==> src/rtl/facto_driver.sv <==
`default_nettype none
// ============================================================================
// facto_driver : bus-master sequencer that runs one factorial-core operation
//                per request and returns the 128-bit result.
// Build option : FACTO_DRIVER_POLL_EN -> poll OPDONE instead of using interrupt
// Revision     : 1.0
// ============================================================================
module facto_driver #(
   parameter logic [15:0] ADDR_OPSTART = 16'h0000,
   parameter logic [15:0] ADDR_OPCLEAR = 16'h0008,
   parameter logic [15:0] ADDR_INTREN  = 16'h0010,
   parameter logic [15:0] ADDR_OPERAND = 16'h0018,
   parameter logic [15:0] ADDR_OPDONE  = 16'h0020,
   parameter logic [15:0] ADDR_RH      = 16'h0028,
   parameter logic [15:0] ADDR_RL      = 16'h0030,
   parameter int unsigned TIMEOUT      = 1024
) (
   input  logic        clk,
   input  logic        reset_n,
   input  logic        op_valid,
   output logic        op_ready,
   input  logic [63:0] op_operand,
   output logic        res_valid,
   input  logic        res_ready,
   output logic [63:0] res_hi,
   output logic [63:0] res_lo,
   output logic        res_err,
   output logic        m_sel,
   output logic        m_wr,
   output logic [15:0] m_addr,
   output logic [63:0] m_dout,
   input  logic [63:0] m_din,
   input  logic        interrupt
);

   typedef enum logic [3:0] {
      S_IDLE    = 4'd0,
      S_W_CLR1  = 4'd1,
      S_W_CLR0  = 4'd2,
      S_W_OPR   = 4'd3,
      S_W_IEN   = 4'd4,
      S_W_START = 4'd5,
      S_WAIT    = 4'd6,
      S_R_RH    = 4'd7,
      S_R_RL    = 4'd8,
      S_W_STOP  = 4'd9,
      S_RESP    = 4'd10
   } state_t;

`ifdef FACTO_DRIVER_POLL_EN
   localparam logic [63:0] c_IEN_VAL = 64'd0;
`else
   localparam logic [63:0] c_IEN_VAL = 64'd1;
`endif

   state_t      state_q, state_d;
   logic [63:0] operand_q, operand_d;
   logic [31:0] wait_cnt_q, wait_cnt_d;
   logic [63:0] res_hi_q, res_hi_d;
   logic [63:0] res_lo_q, res_lo_d;
   logic        res_err_q, res_err_d;

   logic [31:0] w_cnt_inc;
   logic        w_tmo;
   logic        w_done;
   logic        w_poll_slot;

   assign w_cnt_inc = wait_cnt_q + 32'd1;
   assign w_tmo     = (TIMEOUT != 0) && (w_cnt_inc == TIMEOUT);

`ifdef FACTO_DRIVER_POLL_EN
   // OPDONE is read on WAIT cycles 1, 5, 9, ... and its data closes that cycle.
   logic w_unused_irq;
   assign w_unused_irq = interrupt;
   assign w_poll_slot  = (wait_cnt_q[1:0] == 2'b00);
   assign w_done       = w_poll_slot & m_din[0];
`else
   assign w_poll_slot  = 1'b0;
   assign w_done       = interrupt;
`endif

   always_ff @(posedge clk or negedge reset_n) begin
      if (!reset_n) begin
         state_q    <= S_IDLE;
         operand_q  <= '0;
         wait_cnt_q <= '0;
         res_hi_q   <= '0;
         res_lo_q   <= '0;
         res_err_q  <= 1'b0;
      end else begin
         state_q    <= state_d;
         operand_q  <= operand_d;
         wait_cnt_q <= wait_cnt_d;
         res_hi_q   <= res_hi_d;
         res_lo_q   <= res_lo_d;
         res_err_q  <= res_err_d;
      end
   end

   always_comb begin
      state_d    = state_q;
      operand_d  = operand_q;
      wait_cnt_d = wait_cnt_q;
      res_hi_d   = res_hi_q;
      res_lo_d   = res_lo_q;
      res_err_d  = res_err_q;
      m_sel      = 1'b0;
      m_wr       = 1'b0;
      m_addr     = '0;
      m_dout     = '0;
      case (state_q)
         S_IDLE: begin
            if (op_valid) begin
               operand_d = op_operand;
               res_err_d = 1'b0;
               state_d   = S_W_CLR1;
            end
         end
         S_W_CLR1: begin
            m_sel   = 1'b1;
            m_wr    = 1'b1;
            m_addr  = ADDR_OPCLEAR;
            m_dout  = 64'd1;
            state_d = S_W_CLR0;
         end
         S_W_CLR0: begin
            m_sel   = 1'b1;
            m_wr    = 1'b1;
            m_addr  = ADDR_OPCLEAR;
            state_d = S_W_OPR;
         end
         S_W_OPR: begin
            m_sel   = 1'b1;
            m_wr    = 1'b1;
            m_addr  = ADDR_OPERAND;
            m_dout  = operand_q;
            state_d = S_W_IEN;
         end
         S_W_IEN: begin
            m_sel   = 1'b1;
            m_wr    = 1'b1;
            m_addr  = ADDR_INTREN;
            m_dout  = c_IEN_VAL;
            state_d = S_W_START;
         end
         S_W_START: begin
            m_sel      = 1'b1;
            m_wr       = 1'b1;
            m_addr     = ADDR_OPSTART;
            m_dout     = 64'd1;
            wait_cnt_d = '0;
            state_d    = S_WAIT;
         end
         S_WAIT: begin
            wait_cnt_d = w_cnt_inc;
            if (w_poll_slot) begin
               m_sel  = 1'b1;
               m_addr = ADDR_OPDONE;
            end
            // Completion takes priority over a timeout landing in the same cycle.
            if (w_done) begin
               state_d = S_R_RH;
            end else if (w_tmo) begin
               res_err_d = 1'b1;
               res_hi_d  = '0;
               res_lo_d  = '0;
               state_d   = S_W_STOP;
            end
         end
         S_R_RH: begin
            m_sel    = 1'b1;
            m_addr   = ADDR_RH;
            res_hi_d = m_din;
            state_d  = S_R_RL;
         end
         S_R_RL: begin
            m_sel    = 1'b1;
            m_addr   = ADDR_RL;
            res_lo_d = m_din;
            state_d  = S_W_STOP;
         end
         S_W_STOP: begin
            m_sel   = 1'b1;
            m_wr    = 1'b1;
            m_addr  = ADDR_OPSTART;
            state_d = S_RESP;
         end
         S_RESP: begin
            if (res_ready) state_d = S_IDLE;
         end
         default: state_d = S_IDLE;
      endcase
   end

   assign op_ready  = (state_q == S_IDLE);
   assign res_valid = (state_q == S_RESP);
   assign res_hi    = res_hi_q;
   assign res_lo    = res_lo_q;
   assign res_err   = res_err_q;

endmodule
`default_nettype wire

==> config.mk <==
export PLATFORM = sky130hd
export DESIGN_NAME = facto_driver
export DESIGN_NICKNAME = d
export VERILOG_FILES = /design/src/rtl/facto_driver.sv
export SDC_FILE = /design/constraint.sdc
export NUM_CORES = 1
export LEC_CHECK = 0
export ABC_CLOCK_PERIOD_IN_PS = 3970
export BUFFER_PORTS_ARGS = -buffer_cell sky130_fd_sc_hd__buf_2
export CAP_MARGIN = 20
export CORE_AREA = 2 2 153 155
export CTS_CLUSTER_DIAMETER = 100
export CTS_CLUSTER_SIZE = 28
export DETAILED_ROUTE_END_ITERATION = 12
export DIE_AREA = 0 0 155 157
export PLACE_DENSITY = 0.82
export SLEW_MARGIN = 0
export SYNTH_ARGS = -nofsm -noshare
export SYNTH_HDL_FRONTEND = slang
export SYNTH_SLANG_ARGS = --single-unit
==> constraint.sdc <==
create_clock -name clk -period 3.97 [get_ports clk]
set_input_delay 0.397 -clock clk [delete_from_list [all_inputs] [get_ports clk]]
set_output_delay 0.397 -clock clk [all_outputs]
set_load 0.05 [all_outputs]
==> results of run 1 <==
[final cells by class]
class | count | area (µm²)
inverters | 2 | 7.51
multi-input cells | 841 | 5340
clock inverters | 2 | 25.0
well taps | 285 | 357
flip-flops and latches | 229 | 5730
fillers | 1879 | 8780
clock buffers | 13 | 325
repair buffers | 354 | 1930
[cell families after synthesis]
logic type	after synthesis	share of synthesized area, %
AND/OR/NAND/NOR	448	18.7
AO/OA/AOI/OAI	302	18.8
flip-flops	229	49.1
buffers and inverters	114	6.04
multiplexers	67	6.45
XOR/XNOR	9	0.675
adder cells (fa/ha/maj)	2	0.214
other	1	0.0321
[repair_timing]
action | in CTS | in global routing
endpoints found under the hold margin | 88 | 0
hold buffers | 1 | 0
buffers inserted | 0 | 0
[sequential cells by signal (all words and copies together), names as in the netlist]
register,count
res_hi,64
operand_q,64
state_q,4
wait_cnt_q,32
res_lo,64
res_err,1
[synth_stat cells (all sizes together) (2+ instances only)]
library cell	count
nor4	13
and2	69
nand2	236
a2111oi	2
o2111ai	2
nand2b	3
ha	2
and4	7
nor3	17
dfrtp	229
o41ai	5
o31ai	11
a31oi	6
mux2	66
nor3b	3
o21ai	175
nor2	36
or2	4
or3	5
and3	7
o22ai	3
nand3	17
buf	40
xor2	5
o31a	3
xnor2	4
o21a	4
nor2b	2
inv	2
clkbuf	72
or4	6
nand4	19
a211o	3
a21o	5
a22oi	64
a21oi	14
[metal layers]
layer / GRT usage [%] / routed length, µm
met1: 31.5 / 12700
met2: 43.6 / 15100
met4: 7.63 / 893
met5: 0 / 0
met3: 4.30 / 2340
[per-stage QoR]
step	setup WS [ns]	instance area [µm²]	hold slack, ns	utilization [%]
floorplan	0.675	11700	0.101	-
global placement	0.542	13300	0.458	59.2
detailed placement	0.383	13300	0.454	59.2
CTS	0.339	13700	0.0974	60.9
global route	0.0113	13700	0.117	61.0
finish	0.285	13700	0.127	61.0
[power by group through the flow]
stage / sequential, W / clock (W) / combinational (W)
after global routing: 0.00356 / 0.00149 / 0.00524
final: 0.00348 / 0.00139 / 0.00489
after detailed placement: 0.00352 / 0 / 0.00486
after floorplan: 0.00448 / 0 / 0.00270
after CTS: 0.00348 / 0.00144 / 0.00488
after global placement: 0.00348 / 0 / 0.00475
[critical path: cells and delay by family (launching register included)]
| family | cells | cell delay [ns] |
|---|---|---|
| AOI/OAI and AO/OA | 2 | 0.57 |
| adders and majority gates | 1 | 0.33 |
| buffers and inverters | 1 | 0.25 |
| DFF | 1 | 0.45 |
| and+or+nand+nor | 5 | 1.95 |
[final timing paths]
path / to / slack [ns] / depth (start not counted) / start
max in group asynchronous: res_hi[29] / 2.52 / 3 / reset_n
min in group asynchronous: operand_q[18] / 0.50 / 2 / reset_n
max: res_hi[57] / 0.29 / 9 / wait_cnt_q[0]
max reg2reg: res_hi[57] / 0.29 / 9 / wait_cnt_q[0]
min: res_hi[6] / 0.13 / 3 / m_din[6]
min reg2reg: res_err / 0.49 / 2 / res_err
==> flow_summary.ini, run 1 <==
[run_status]
status = finished, final reports clean

[synthesis]
postSynthCellCount = 1172
yosysUniqueCellTypes = 63
ys_warn_count = 0
yosys_register_bits = 229
synthesis.area_um2 = 11700
ys.flop_type = dfrtp_1
avgSynthCellArea_um2 = 9.96
ys_seq_area_share_pct = 49.1
synth_area_leaders = dfrtp_1, nand2_1, o21ai_2, mux2_2, a22oi_1
synth_top_area_share_pct = 49.1
synth_largest_area_cell = dfrtp_1
async_flop_share_pct = 100
synth_edf_count = 0

[placed_design]
port_buffers = 332
place_inst = 1709
dp_hpwl_mm = 21.5
gp_congestion = 0.946

[timing]
tns_ns = 0
setup_viol = 0
rsz0062_at_grt = false
fin_crit_sh_pct = 92.8
max_slew_margin_pct = 36.6
tightest_slew_ns = 0.948
post-route-min-period_ns = 3.68
fmax_mhz = 271
finalClockSkew_ns = 0.0220
report.final.slew_viol_count = 0
hold_viol_final = 0

[cts]
tritoncts = done
numClockSinks = 229
htreeDepth = 1
clkTransAtPathRegs_ns = 0.11
clockBufferDepth = 3
insertion_delay_ns = 0.47
clockRootBuffer = clkbuf_16
cts_buffers = 12
cts_resized = 0

[worst_setup_path]
cp_max_fo = 20
max_stage_delay_ns = 0.65
crit_top_cell = nand4_1
crit_path_start_kind = flip-flop
cp_data_arrival_time_ns = 4.06
critPathKind = flip-flop to flip-flop
worstPathRequired_ns = 4.34
worstSetupEndpointType = flip-flop
cp_cell_sequence = ha_1 > nand4_1 > nor4_1 > nand4_1 > a2111oi_0 > and4_1 > and4_4 > buf_12 > o21ai_2
cp_slowest_cell = nor4_1

[floorplanning]
start_util_pct = 51.9
rows = 55
die_x_um = 155
io_pins = 346
die_h_um = 157
fp.dieArea_um2 = 24300
core_um2 = 22500

[global_route]
grt_pass1_wl_mm = 49.7
grt.total_usage_pct = 24.8
grt_max_degree = 92
overflow = 0
antenna_found_initial = 0
grt_pass1_vias = 9740

[worst_hold_path]
hp-class = input pin to flip-flop

[job]
cap_viol_max_count = 0

[detailed_routing]
drtAntennaViolNets = 0
wl_mm = 31.0
drt-initial-drc-count = 735
num_vias = 9879
drc = 0
drt_pass1_iterations = 5
viasPerCell = 5.72
wl_per_cell_um = 18.0

[power_and_ir_drop]
leakage_nw = 6.74
p_int_w = 0.00506
p_clk_share_pct = 14.2
p_sw_share_pct = 48.1
combPwrFrac_pct = 50.1
p_total_w = 0.00976
powerDensity_nw_per_um2 = 711
p_seq_share_pct = 35.7
power.switching_w = 0.00470
ir_drop_uv = 529

[finish]
final_cells = 1726
final_common_cell = buf_2
final_cell_mix = buf_2, nand2_1, dfrtp_1
syn2layout_area_growth_pct = 17.5
fin_nets = 1575
antenna_cells = 0
drive_above_1_share_pct = 38.4
Note: power is estimated with default switching activity, not from simulation.
==> run 2, diff against run 1 <==
Settings changed: CAP_MARGIN 20 to default, CTS_BUF_LIST from default to sky130_fd_sc_hd__clkbuf_16.
==> run 2 against run 1 <==
  * Final cell count is essentially flat
  * Count of clock-buffer cells in the layout unchanged
  * Clock power hardly changed
  * Maximum frequency increased by 1.1%
  * Global-route usage unchanged
  * Sequential cell count stayed put
  * Highest routed layer unchanged
==> flow_summary.ini, run 2 (synthesized netlist as in run 1, its figures left out) <==
[run_status]
status = finished, final reports clean

[power_and_ir_drop]
p_int_w = 0.00502
combPwrFrac_pct = 49.9
leakage_nw = 6.73
p_seq_share_pct = 35.9
p_total_w = 0.00970
p_sw_share_pct = 48.2
powerDensity_nw_per_um2 = 708
ir_drop_uv = 529
power.switching_w = 0.00468
p_clk_share_pct = 14.2

[placed_design]
gp_congestion = 0.946
port_buffers = 332
dp_hpwl_mm = 21.5

[finish]
multi_input_area_um2 = 5340
final_cell_mix = buf_2, nand2_1, dfrtp_1
antenna_cells = 0
fill_cells = 1882
syn2layout_area_growth_pct = 17.3
final_common_cell = buf_2
drive_above_1_share_pct = 38.4
regArea_um2 = 5730
fin_nets = 1574

[floorplanning]
io_pins = 346
start_util_pct = 51.9
rows = 55
die_h_um = 157
core_um2 = 22500
fp.dieArea_um2 = 24300
die_x_um = 155

[worst_setup_path]
startpoint = wait_cnt_q[0]
rr_startpoint = wait_cnt_q[0]
critPathKind = flip-flop to flip-flop
cp_max_fo = 20
r2r-end = res_hi[57]
crit_end = res_hi[57]
worstSetupEndpointType = flip-flop
cp_data_arrival_time_ns = 4.02
r2r_cells = 9
crit_path_start_kind = flip-flop
reg2reg_slack_ns = 0.32
worstPathRequired_ns = 4.34

[detailed_routing]
drc = 0
drt_pass1_iterations = 5
drt-initial-drc-count = 802
num_vias = 9839
drtAntennaViolNets = 0
wl_per_cell_um = 17.9
viasPerCell = 5.70
wl_mm = 30.9

[timing]
fin_crit_sh_pct = 91.8
setup_viol = 0
tns_ns = 0
rsz0062_at_grt = false
max_slew_margin_pct = 28.3
fmax_mhz = 274
post-route-min-period_ns = 3.65
report.final.slew_viol_count = 0
hold_viol_final = 0
finalClockSkew_ns = 0.0214
tightest_slew_ns = 1.07

[cts]
cts_buffers = 12
tritoncts = done
htreeDepth = 1
clockBufferDepth = 3
numClockSinks = 229
cts_resized = 0
clkTransAtPathRegs_ns = 0.11
clockRootBuffer = clkbuf_16
insertion_delay_ns = 0.47

[worst_hold_path]
hp-class = input pin to flip-flop

[global_route]
grt_pass1_wl_mm = 49.7
antenna_found_initial = 0
overflow = 0
grt_pass1_vias = 9740
grt_max_degree = 92
grt.total_usage_pct = 24.8

[job]
cap_viol_max_count = 0
==> run 2: worst max-delay path, cell delays in order, from the launching register on <==
cell and delay [ns]:
dfrtp_1 0.45, ha_1 0.33, nand4_1 0.27, nor4_1 0.63, nand4_1 0.21, a2111oi_0 0.48, and4_1 0.30, and4_4 0.52
buf_12 0.25, o21ai_2 0.08
==> run 2: timing repair <==
item                                    CTS  global route
hold buffers                              1             0
buffers inserted                          0             0
endpoints found under the setup margin    0             0
hold endpoints to repair                 88             0
==> run 2: per-layer routing <==
layer | wire length, µm | global-route usage (%)
met1 | 12800 | 31.5
met2 | 15000 | 43.6
met3 | 2200 | 4.30
met4 | 889 | 7.63
met5 | 0 | 0
==> run 2: how the worst min path moves through the flow <==
stage	from	to	slack [ns]	depth (start not counted)
5_1_grt	m_din[2]	res_hi[2]	0.12	3
3_3_place_gp	reset_n	operand_q[14]	0.46	1
4_1_cts	m_din[6]	res_hi[6]	0.1	3
6_report	m_din[36]	res_hi[36]	0.13	3
2_1_floorplan	reset_n	operand_q[0]	0.10	0
3_5_place_dp	reset_n	operand_q[7]	0.45	1
==> run 2: power groups by stage <==
stage          combinational (W)  clock [W]  sequential [W]
3_3_place_gp             0.00475          0         0.00348
6_report                 0.00484    0.00138         0.00348
4_1_cts                  0.00488    0.00144         0.00348
5_1_grt                  0.00519    0.00149         0.00356
3_5_place_dp             0.00486          0         0.00352
2_1_floorplan            0.00270          0         0.00448
==> run 2: layout make-up <==
class                           instances  area share, %
Timing Repair Buffer                  353           13.9
Clock buffer                           13           2.38
Sequential cell                       229           41.8
Inverter                                2         0.0548
Tap cell                              285           2.60
Clock inverter                          2          0.183
Multi-Input combinational cell        841           39.0
==> run 2: metrics by stage <==
step | utilization (%) | cell area [µm²] | hold WS (ns) | setup WS [ns] | instances
final | 60.9 | 13700 | 0.130 | 0.324 | 1725
after global routing | 60.9 | 13700 | 0.117 | 0.0113 | 1725
after CTS | 60.9 | 13700 | 0.0974 | 0.339 | 1725
after detailed placement | 59.2 | 13300 | 0.454 | 0.383 | 1709
after global placement | 59.2 | 13300 | 0.458 | 0.542 | 1709
after floorplan | - | 11700 | 0.101 | 0.675 | 1184
==> run 3, diff against run 2 <==
Settings changed: BUFFER_PORTS_ARGS -buffer_cell sky130_fd_sc_hd__buf_2 to default, CELL_PAD_IN_SITES_DETAIL_PLACEMENT from default to 0, CELL_PAD_IN_SITES_GLOBAL_PLACEMENT from default to 1, CORE_AREA 2 2 153 155 to 2 2 159 161, DIE_AREA 0 0 155 157 to 0 0 161 163, DONT_BUFFER_PORTS from default to 1, PLACE_DENSITY 0.82 to default, PLACE_DENSITY_LB_ADDON from default to 0.1.
==> run 3 against run 2 <==
  * The run now ends with hold timing left
  * Sequential power is 35% higher
  * Total power fell by 4.9%
  * Core utilization fell by 11 points
  * Count of clock-buffer cells in the layout unchanged
  * Final area down 11%
  * Maximum frequency is 2.7% higher
  * Sequential cell count unchanged
  * Hold slack got worse by 0.54 ns
  * Critical path depth did not move
  * Die area rose by 7.8%
  * Final cell count is 16% lower
  * Critical path type unchanged
  * Critical endpoint is now res_hi[59]
  * Largest cell class unchanged
==> flow_summary.ini, run 3 (synthesized netlist as in run 1, its figures left out) <==
[floorplanning]
rows = 58
core_um2 = 24700
die_h_um = 163
fp.dieArea_um2 = 26200
start_util_pct = 47.3
die_x_um = 161
io_pins = 346

[finish]
fill_cells = 2293
final_cell_mix = nand2_1, dfrtp_1, o21ai_2
final_common_cell = nand2_1
drive_above_1_share_pct = 20.2
fin_nets = 1261
regArea_um2 = 5730
final_util_pct = 49.7
multi_input_area_um2 = 5360
final_area_um2 = 12300
antenna_cells = 0
syn2layout_area_growth_pct = 4.92
final_cells = 1457

[cts]
tritoncts = done
clockBufferDepth = 3
htreeDepth = 1
insertion_delay_ns = 0.49
cts_buffers = 12
post_cts_buffers = 0
numClockSinks = 229
clkTransAtPathRegs_ns = 0.12
clockRootBuffer = clkbuf_16

[run_status]
violations = hold timing
status = finished, violations left

[worst_setup_path]
crit_path_start_kind = flip-flop
worstPathRequired_ns = 4.35
worstSetupEndpointType = flip-flop
critPathKind = flip-flop to flip-flop
cp_data_arrival_time_ns = 3.94
cp_max_fo = 19

[detailed_routing]
drt_pass1_iterations = 5
drtAntennaViolNets = 0
wl_per_cell_um = 21.9
num_vias = 8542
drc = 0
viasPerCell = 5.86
wl_mm = 31.9
drt-initial-drc-count = 709

[timing]
hold_viol_final = 229
finalClockSkew_ns = 0.0434
tns_ns = 0
fin_crit_sh_pct = 89.5
rsz0062_at_grt = false
max_slew_margin_pct = 25.0
fmax_mhz = 282
report.final.slew_viol_count = 0
post-route-min-period_ns = 3.55
setup_viol = 0
whs_ns = -0.411
tightest_slew_ns = 1.12

[global_route]
antenna_found_initial = 1
grt_max_degree = 230
grt_pass1_wl_mm = 49.1
grt_pass1_vias = 8170
overflow = 0
grt.total_usage_pct = 23.3

[placed_design]
gp_congestion = 0.844
place_inst = 1425
place_area_um2 = 11700
dp_hpwl_mm = 20.9
port_buffers = 0

[job]
cap_viol_max_count = 0

[power_and_ir_drop]
ir_drop_uv = 480
leakage_nw = 5.47
powerDensity_nw_per_um2 = 753

[worst_hold_path]
hp-class = input pin to async pin
run 3: metal layers:
metal  global-route usage [%]  routed length, µm  share of wire, %  vias up
li1                         -                  -                 -     3987
met1                     31.5              13400                42     4213
met2                     38.0              15300                48      305
met3                     6.09               2590               8.1       35
met4                     5.32                651               2.0        2
met5                        0                  7             0.022        -
run 3: path summary, 6_finish.rpt:
check                               from             end  slack, ns  cells past startpoint
min in group clk               m_din[12]      res_hi[12]       0.02                      2
max in group asynchronous        reset_n  wait_cnt_q[22]       3.75                      0
max reg2reg                wait_cnt_q[0]      res_hi[59]       0.42                      9
min                              reset_n      res_lo[34]      -0.41                      0
min reg2reg                 operand_q[5]    operand_q[5]       0.50                      1
max                        wait_cnt_q[0]      res_hi[59]       0.42                      9
run 3: final cells by class:
class	instances	share of cell area [%]
flip-flops and latches	229	46.8
multi-input cells	841	43.7
well taps	330	3.37
repair buffers	40	3.21
clock buffers	13	2.66
clock inverters	2	0.204
inverters	2	0.0613
run 3: power by group:
part	leakage (nW)	total [W]	switching [W]	internal, W
combinational	2.67	0.00313	0.00207	0.00106
sequential	2.63	0.00470	0.00170	0.00300
clock	0.174	0.00139	0.000787	0.000607
run 3: what timing repair did:
item / 4_1_cts / 5_1_grt
setup endpoints to repair: 0 / 5
endpoints found under the hold margin: 243 / 232
gates resized for setup: 0 / 2
hold buffers: 14 / 3
run 3: worst max-delay path: stages (launching register included):
cell and delay, ns:
dfrtp_1 0.47, ha_1 0.34, and4_1 0.52, nand2_1 0.27
o31ai_1 0.43, o21ai_0 0.19, and4b_1 0.35, and4_4 0.51
buf_4 0.28, o21ai_2 0.08
run 3: per-stage QoR:
step                worst slack (ns)  hold WS (ns)  power [W]
CTS                            0.335        -0.432    0.00932
global placement               0.389         0.106    0.00783
finish                         0.418        -0.411    0.00923
floorplan                      0.675         0.101    0.00718
global route                   0.168        -0.441    0.00973
detailed placement             0.355         0.106    0.00790
